File: src/rtl/theory_arith_pkg.sv
// Shared definitions for the theory-path sequential arithmetic blocks
// (multiplier and restoring divider).
package theory_arith_pkg;

    typedef enum logic [1:0] {
        IDLE = 2'd0,
        CALC = 2'd1,
        DONE = 2'd2
    } state_e;

    localparam int WIDTH_DEFAULT = 32;
    localparam int CNT_W         = $clog2(WIDTH_DEFAULT);

endpackage

File: src/rtl/theory_abs_neg.sv
// Conditional magnitude: returns |val| when en is set and val is negative in
// two's complement, otherwise passes val through. The most negative value maps
// to itself, which is the correct unsigned magnitude.
module theory_abs_neg #(
    parameter int WIDTH = 32
) (
    input  logic [WIDTH-1:0] val,
    input  logic             en,
    output logic [WIDTH-1:0] mag
);

    assign mag = (en && val[WIDTH-1]) ? (~val + 1'b1) : val;

endmodule

File: src/rtl/theory_multiplier_32bit.sv
// Sequential shift-add multiplier, one partial product per clock, sign-magnitude
// internally. Load edge E0, 32 iterations on E1..E32, done pulse at E32,
// back in IDLE at E33.
module theory_multiplier_32bit
    import theory_arith_pkg::*;
#(
    parameter int WIDTH  = WIDTH_DEFAULT,
    parameter bit SIGNED = 1'b1
) (
    input  logic                 clk,
    input  logic                 rst,
    input  logic                 start_sig,
    input  logic [WIDTH-1:0]     multiplicand,
    input  logic [WIDTH-1:0]     multiplier,
    output logic                 busy_sig,
    output logic                 done_sig,
    output logic [2*WIDTH-1:0]   product
);

    state_e               state_q, state_d;
    logic [CNT_W-1:0]     cnt_q, cnt_d;
    logic [2*WIDTH-1:0]   mcand_q, mcand_d;
    logic [WIDTH-1:0]     mplr_q, mplr_d;
    logic [2*WIDTH-1:0]   acc_q, acc_d;
    logic [2*WIDTH-1:0]   acc_next;
    logic [2*WIDTH-1:0]   product_q, product_d;
    logic                 neg_q, neg_d;
    logic                 busy_q, busy_d;
    logic                 done_q, done_d;
    logic [WIDTH-1:0]     a_mag, b_mag;

    theory_abs_neg #(.WIDTH(WIDTH)) u_abs_a (
        .val (multiplicand),
        .en  (SIGNED),
        .mag (a_mag)
    );

    theory_abs_neg #(.WIDTH(WIDTH)) u_abs_b (
        .val (multiplier),
        .en  (SIGNED),
        .mag (b_mag)
    );

    // Next-state and datapath: load in IDLE, one shift-add step per CALC cycle.
    always_comb begin
        state_d   = state_q;
        cnt_d     = cnt_q;
        mcand_d   = mcand_q;
        mplr_d    = mplr_q;
        acc_d     = acc_q;
        product_d = product_q;
        neg_d     = neg_q;
        busy_d    = busy_q;
        done_d    = 1'b0;
        // Magnitude product is < 2^64 so this add never overflows.
        acc_next  = acc_q + (mplr_q[0] ? mcand_q : '0);

        case (state_q)
            IDLE: begin
                if (start_sig) begin
                    neg_d   = SIGNED & (multiplicand[WIDTH-1] ^ multiplier[WIDTH-1]);
                    mcand_d = {{WIDTH{1'b0}}, a_mag};
                    mplr_d  = b_mag;
                    acc_d   = '0;
                    cnt_d   = '0;
                    busy_d  = 1'b1;
                    state_d = CALC;
                end
            end
            CALC: begin
                acc_d   = acc_next;
                mcand_d = mcand_q << 1;
                mplr_d  = mplr_q >> 1;
                cnt_d   = cnt_q + 1'b1;
                if (cnt_q == CNT_W'(WIDTH - 1)) begin
                    // ~0+1 wraps to 0, so a zero product never comes out negative.
                    product_d = neg_q ? (~acc_next + 1'b1) : acc_next;
                    done_d    = 1'b1;
                    state_d   = DONE;
                end
            end
            DONE: begin
                busy_d  = 1'b0;
                state_d = IDLE;
            end
            default: begin
                busy_d  = 1'b0;
                state_d = IDLE;
            end
        endcase
    end

    // State and datapath registers; reset aborts any operation in flight.
    always_ff @(posedge clk or posedge rst) begin
        if (rst) begin
            state_q   <= IDLE;
            cnt_q     <= '0;
            mcand_q   <= '0;
            mplr_q    <= '0;
            acc_q     <= '0;
            product_q <= '0;
            neg_q     <= 1'b0;
            busy_q    <= 1'b0;
            done_q    <= 1'b0;
        end else begin
            state_q   <= state_d;
            cnt_q     <= cnt_d;
            mcand_q   <= mcand_d;
            mplr_q    <= mplr_d;
            acc_q     <= acc_d;
            product_q <= product_d;
            neg_q     <= neg_d;
            busy_q    <= busy_d;
            done_q    <= done_d;
        end
    end

    assign busy_sig = busy_q;
    assign done_sig = done_q;
    assign product  = product_q;

endmodule

File: config.mk
export PLATFORM = sky130hd
export DESIGN_NAME = theory_multiplier_32bit
export DESIGN_NICKNAME = d
export VERILOG_FILES = /design/src/rtl/theory_arith_pkg.sv /design/src/rtl/theory_abs_neg.sv /design/src/rtl/theory_multiplier_32bit.sv
export SDC_FILE = /design/constraint.sdc
export NUM_CORES = 1
export LEC_CHECK = 0
export BUFFER_PORTS_ARGS = -buffer_cell sky130_fd_sc_hd__buf_4
export CAP_MARGIN = 20
export CORE_MARGIN = 3
export CORE_UTILIZATION = 62
export DETAILED_ROUTE_END_ITERATION = 10
export PLACE_DENSITY = 0.82
export SYNTH_ARGS = -nofsm -noshare
export SYNTH_HDL_FRONTEND = slang
export SYNTH_SLANG_ARGS = --single-unit
File: constraint.sdc
create_clock -name clk -period 12.88 [get_ports clk]
set_input_delay 0 -clock clk [delete_from_list [all_inputs] [get_ports clk]]
set_output_delay 0 -clock clk [all_outputs]
set_load 0.03 [all_outputs]
* Yosys cells after proc, flatten, opt, wreduce, memory -nomap -nowiden
Cells that the tools add are included.
** Cells by class
- $add $sub $neg :: 5
- Multiply operators :: 0
- Divide/modulo/power cells :: 0
- Magnitude comparators :: 0
- Equality and inequality tests :: 4
- Shift operators :: 0
- Mux-type cells :: 19
- Bitwise logic cells :: 5
- Reduce and logical (&&, ||, !) cells :: 7
** Operator list (number)
- 64-bit two-way mux :: 4
- 64-bit case mux with 2 select lines :: 2
- 32-bit two-way mux :: 3
- 32-bit by 1-bit adder with 32-bit output (second input constant) :: 2
- 64-bit by 1-bit adder with 64-bit output (second input constant) :: 1
- 64-bit adder :: 1
- 32-bit NOT :: 2
- 64-bit NOT :: 1
- 32-bit case mux with 2 select lines :: 1
- 5-bit case mux with 2 select lines :: 1
- 2-bit AND reduction :: 5
- 5-bit by 1-bit adder with 5-bit output (second input constant) :: 1
- 5-bit equality test (second input constant) :: 1
- 5-bit two-way mux :: 1
- 2-bit two-way mux :: 2
- 2-bit != test (second input constant) :: 2
- 2-bit case mux with 2 select lines :: 1
- 1-bit two-way mux :: 3
- 2-bit by 1-bit equality test with 1-bit output (second input constant) :: 1
- 2-bit logical NOT :: 1
- 1-bit case mux with 2 select lines :: 1
- 2-bit nonzero test :: 1
- 1-bit NOT :: 1
- 1-bit bitwise XOR :: 1
** Storage, ports and cells
- Bits in registers :: 234
- Bits in latches :: 0
- RAM bits :: 0
- ROM bits :: 0
- Output and inout bits :: 66
- Memories :: 0

* Logic depth before layout (Yosys ltp)
- Word-level depth :: 5
- Depth in mapped cells :: 20
- Depth with buffers taken out :: 16

* By module
A second synthesis with hierarchy kept.
** Unflattened totals
- Cells, all modules :: 2040
- Area total of the unflattened synthesis :: 16980.0 µm²
** By module, submodules not included
- theory_multiplier_32bit :: instances 1, cells an instance 1824, area an instance 15543.7 µm², seq. area each 5855.6 µm²
- theory_abs_neg :: instances 2, cells an instance 108, area an instance 718.2 µm², seq. area each 0.0 µm²

* Least setup slack after synthesis
OpenSTA, ideal clock, no wires.
- Kind :: register to register
- From :: register mplr_q[0]
- To :: register product_q[60] (netlist: product[60])
- Library setup time :: 124 ps
- Data arrival time :: 4010 ps
- Slack :: 8746 ps
- Cell stages (with the launch flop) :: 19
- Path buffers :: 2
- Cells stage by stage :: dfrtp_1 clkbuf_1 clkbuf_1 and2_1 ha_1 inv_1 fa_1 nand2b_1 a21oi_2 nor2_1 xor2_1 nand4_1 nor3_1 nand4_1 nor3_2 nand4_4 o41ai_2 xnor2_1 o21ai_1
** On the way
- Cells in the longest elaborated chain, start to end :: 5
** Ends and longest elaborated chain
- start: declaration :: line theory_multiplier_32bit.sv:23 : logic [WIDTH-1:0] mplr_q, mplr_d;
- start signal: assignment :: line theory_multiplier_32bit.sv:109 : mplr_q <= mplr_d;
- 64-bit two-way mux (*) :: line theory_multiplier_32bit.sv:56 : acc_next = acc_q + (mplr_q[0] ? mcand_q : '0);
- 64-bit adder (*) :: line theory_multiplier_32bit.sv:56
- 64-bit NOT :: line theory_multiplier_32bit.sv:77 : product_d = neg_q ? (~acc_next + 1'b1) : acc_next;
- 64-bit by 1-bit adder with 64-bit output :: line theory_multiplier_32bit.sv:77
- 64-bit two-way mux (*) :: line theory_multiplier_32bit.sv:77
- end signal: assignment :: line theory_multiplier_32bit.sv:111 : product_q <= product_d;
- end: declaration :: line theory_multiplier_32bit.sv:26 : logic [2*WIDTH-1:0] product_q, product_d;
Mark *: on every way between the ends. The rest lies on a longest branch, timed or not.
A chain may end at the register's enable or synchronous reset.

* Worst setup path in the final report
- From :: register mplr_q[0]
- To :: register product_q[45] (netlist: product[45])
The elaborated chain is that of the path after synthesis.

==> flow_summary.json <==
{
  "r2r_cells": 16,
  "final_nets": 2273,
  "ys.flop_type": "dfrtp_1",
  "crit_type": "flop to flop",
  "finalWeightedCongestion": 0.9776,
  "syn_to_final_growth_pct": 15.90,
  "cts_sinks": 234,
  "timing.rr.end": "product[45]$_DFFE_PP0P_",
  "grt_pass1_vias": 15519,
  "crit_fanout": 64,
  "finalSetupViolCount": 0,
  "ys_seq_area_share_pct": 34.71,
  "dr.pass1.iters": 8,
  "die_w_um": 171.0,
  "postRouteAntennaNets": 0,
  "reg2reg_slack_ns": 7.72,
  "final.setup_skew_ns": 0.01328,
  "rsz0062_at_grt": "false",
  "max_stage_delay_ns": 0.85,
  "cp.required_ns": 13.26,
  "postCtsResizedCells": 0,
  "htreeDepth": 1,
  "path_depth": 16,
  "fillCellCount": 1864,
  "synth_edf_count": 0,
  "min_from": "start_sig",
  "gr-total-overflow": 0,
  "cts_root_buffer": "clkbuf_16",
  "antenna_found_initial": 0,
  "vias": 16301,
  "crit_chain": "buf_4 > and2_1 > ha_1 > inv_1 > fa_1 > nand2b_1 > a21oi_2 > o21bai_1 > a2111oi_0 > nor2_1 > xnor2_1 > nor3_2 > nand2b_1 > o41ai_1 > xor2_1 > o21ai_0",
  "clk_pin_slew_ns": 0.06,
  "cts_tree": "built",
  "timing.slew.headroom_pct": 27.00,
  "syn_nets": 2132,
  "cp.arrival_ns": 5.54,
  "routedWlPerCell_um": 20.60,
  "io_pins": 133,
  "clock_latency_ns": 0.54,
  "tightest_slew_ns": 1.095,
  "hold_violations": 0,
  "r2r_start": "mplr_q[0]$_DFFE_PP0P_",
  "max-vdd-ir-drop_v": 0.0001186,
  "multiInputGateArea_mm2": 0.01022,
  "antennaDiodeCount": 0,
  "crit_slowest_cell": "a2111oi_0",
  "utilization_pct": 73.99,
  "tritoncts.num_buffers": 25,
  "start_util_pct": 63.84,
  "viasPerCell": 6.544,
  "max-cap-violations": 0,
  "holdPathEnd": "mplr_q[0]$_DFFE_PP0P_",
  "seq_area_mm2": 0.005857,
  "holdCritPathClass": "primary input to flop",
  "p_leak_nw": 8.478,
  "avgSynthCellArea_um2": 8.453,
  "die-height_um": 171.0,
  "layout-drive-gt1-share_pct": 12.43,
  "synthesis.area_mm2": 0.01687,
  "yosys_warnings": 0,
  "ys_seq_elements": 234,
  "hold_depth": 5,
  "crit_buf_inv": 2,
  "hpwl_um": 34620,
  "slew_violations": 0,
  "drc_errors": 0,
  "fmaxAchievable_mhz": 193.9,
  "crit_path_end_kind": "flop",
  "synthArstFlopShare_pct": 100.0,
  "clock_path_buffers": 3,
  "dieArea_mm2": 0.02923,
  "crit_family": "compound AO/OA/AOI/OAI gates",
  "fin_crit_sh_pct": 40.04,
  "netlist_instances": 1996,
  "grt_pass1_wl_um": 82340,
  "port_buffers": 132,
  "crit_top_cell": "nand2b_1",
  "global_route.usage.total_pct": 34.65,
  "power.density_mw_per_mm2": 274.5,
  "floorplan.rows": 59,
  "coreArea_mm2": 0.02643,
  "grt_max_degree": 113,
  "finalSetupTns_ns": 0,
  "drt_iter0_drc": 1770,
  "drt_wl_total_um": 51310,
  "start_kind": "flop",
  "ys_types": 98,
  "period_minus_slack_ns": 5.157,
  "status": "completed"
}
-- report_power, final --
| part | switching, mW | internal [mW] |
|---|---|---|
| clock network | 0.307 | 0.447 |
| logic | 2.12 | 1.14 |
| registers | 0.274 | 1.08 |
-- metal layers --
| layer | part of all wire [%] | wire length [um] | vias up | global-route usage (%) |
|---|---|---|---|---|
| li1 | - | - | 7482 | - |
| met1 | 45 | 23250 | 7792 | 52.65 |
| met2 | 43 | 21870 | 904 | 52.38 |
| met3 | 9.8 | 5009 | 123 | 5.661 |
| met4 | 2.3 | 1181 | 0 | 7.593 |
| met5 | 0 | 0 | - | 0 |
-- synth_stat cells, types with 52 or more instances --
master | instances | share of area, %
nand2_1 | 300 | 6.7
o21ai_0 | 269 | 8.0
dfrtp_1 | 234 | 35
xor2_1 | 100 | 5.2
clkbuf_1 | 88 | 2.0
nor2_1 | 87 | 1.9
nand3_1 | 86 | 2.6
a21oi_1 | 76 | 2.3
xnor2_1 | 71 | 3.7
ha_1 | 68 | 5.0
and2_1 | 66 | 2.4
a22oi_1 | 60 | 2.7
nand4_1 | 52 | 1.9
-- tightest hold or removal path: stages --
cell	delay [ns]
buf_4	0.10
and2_1	0.20
nor2_4	0.17
nand2_1	0.11
nand2_1	0.04
-- layout by cell type (no fill, tap or decap), types with 32 or more instances in the layout --
cell type      synthesis  final
a21oi_1               76     76
o21ai_0              269    269
nand3_1               86     86
dfrtp_1              234    233
ha_1                  68     68
xnor2_1               71     71
o21ai_1               32     32
o31ai_1               32     32
nand4_1               52     52
xor2_1               100    100
buf_4                  1    145
and2_1                66     66
dlygate4sd3_1          0    101
nor2_1                87     86
a22oi_1               60     60
nand2_1              300    299
-- state kept, by name, indices dropped and copies added, names as in the netlist --
| register | count |
|---|---|
| product | 64 |
| cnt_q | 5 |
| neg_q | 1 |
| done_sig | 1 |
| busy_sig | 1 |
| acc_q | 64 |
| mcand_q | 64 |
| state_q | 2 |
| mplr_q | 32 |
-- timing repair --
item                                   4_1_cts  5_1_grt
hold buffers                               101        0
endpoints found under the hold margin      175        0
setup buffers                                0        0
-- metrics by stage --
step	hold WS, ns	worst slack (ns)	power (mW)	std cells	cell area [um^2]
floorplan	0.1281	6.462	3.690	1996	16870
global placement	0.2068	7.917	4.364	2344	17690
detailed placement	0.2093	7.848	4.448	2344	17690
CTS	0.08477	7.798	5.249	2491	19560
global route	0.1764	7.413	5.726	2491	19560
finish	0.1220	7.723	5.369	2491	19560
-- worst max path at each step --
stage                     slack, ns                  start                       to
after floorplan                6.46                    rst     acc_q[0]$_DFFE_PP0P_
after global placement         7.92  mplr_q[0]$_DFFE_PP0P_  product[63]$_DFFE_PP0P_
after detailed placement       7.85  mplr_q[0]$_DFFE_PP0P_  product[62]$_DFFE_PP0P_
after CTS                      7.80  mplr_q[0]$_DFFE_PP0P_  product[58]$_DFFE_PP0P_
after global routing           7.41  mplr_q[0]$_DFFE_PP0P_  product[59]$_DFFE_PP0P_
final                          7.72  mplr_q[0]$_DFFE_PP0P_  product[45]$_DFFE_PP0P_
-- cell families (layout without fill, tap and decap cells) --
logic type	count (synthesis)	in the layout	synth area share, %
compound gates	629	629	24.00
xor+xnor	174	174	9.166
simple gates	725	725	21.61
buf+inv	158	318	4.931
fa+ha+maj	69	69	5.161
flops	234	234	34.71
mux	7	7	0.4301
-- area by class of cell --
cell class / instances / share of cell area (%)
flip-flops and latches: 234 / 29.95
repair buffers: 246 / 10.74
well taps: 335 / 2.143
inverters: 26 / 0.5375
clock buffers: 38 / 3.653
clock inverters: 8 / 0.7166
multi-input cells: 1604 / 52.26
(Power assumes the default switching activity.)
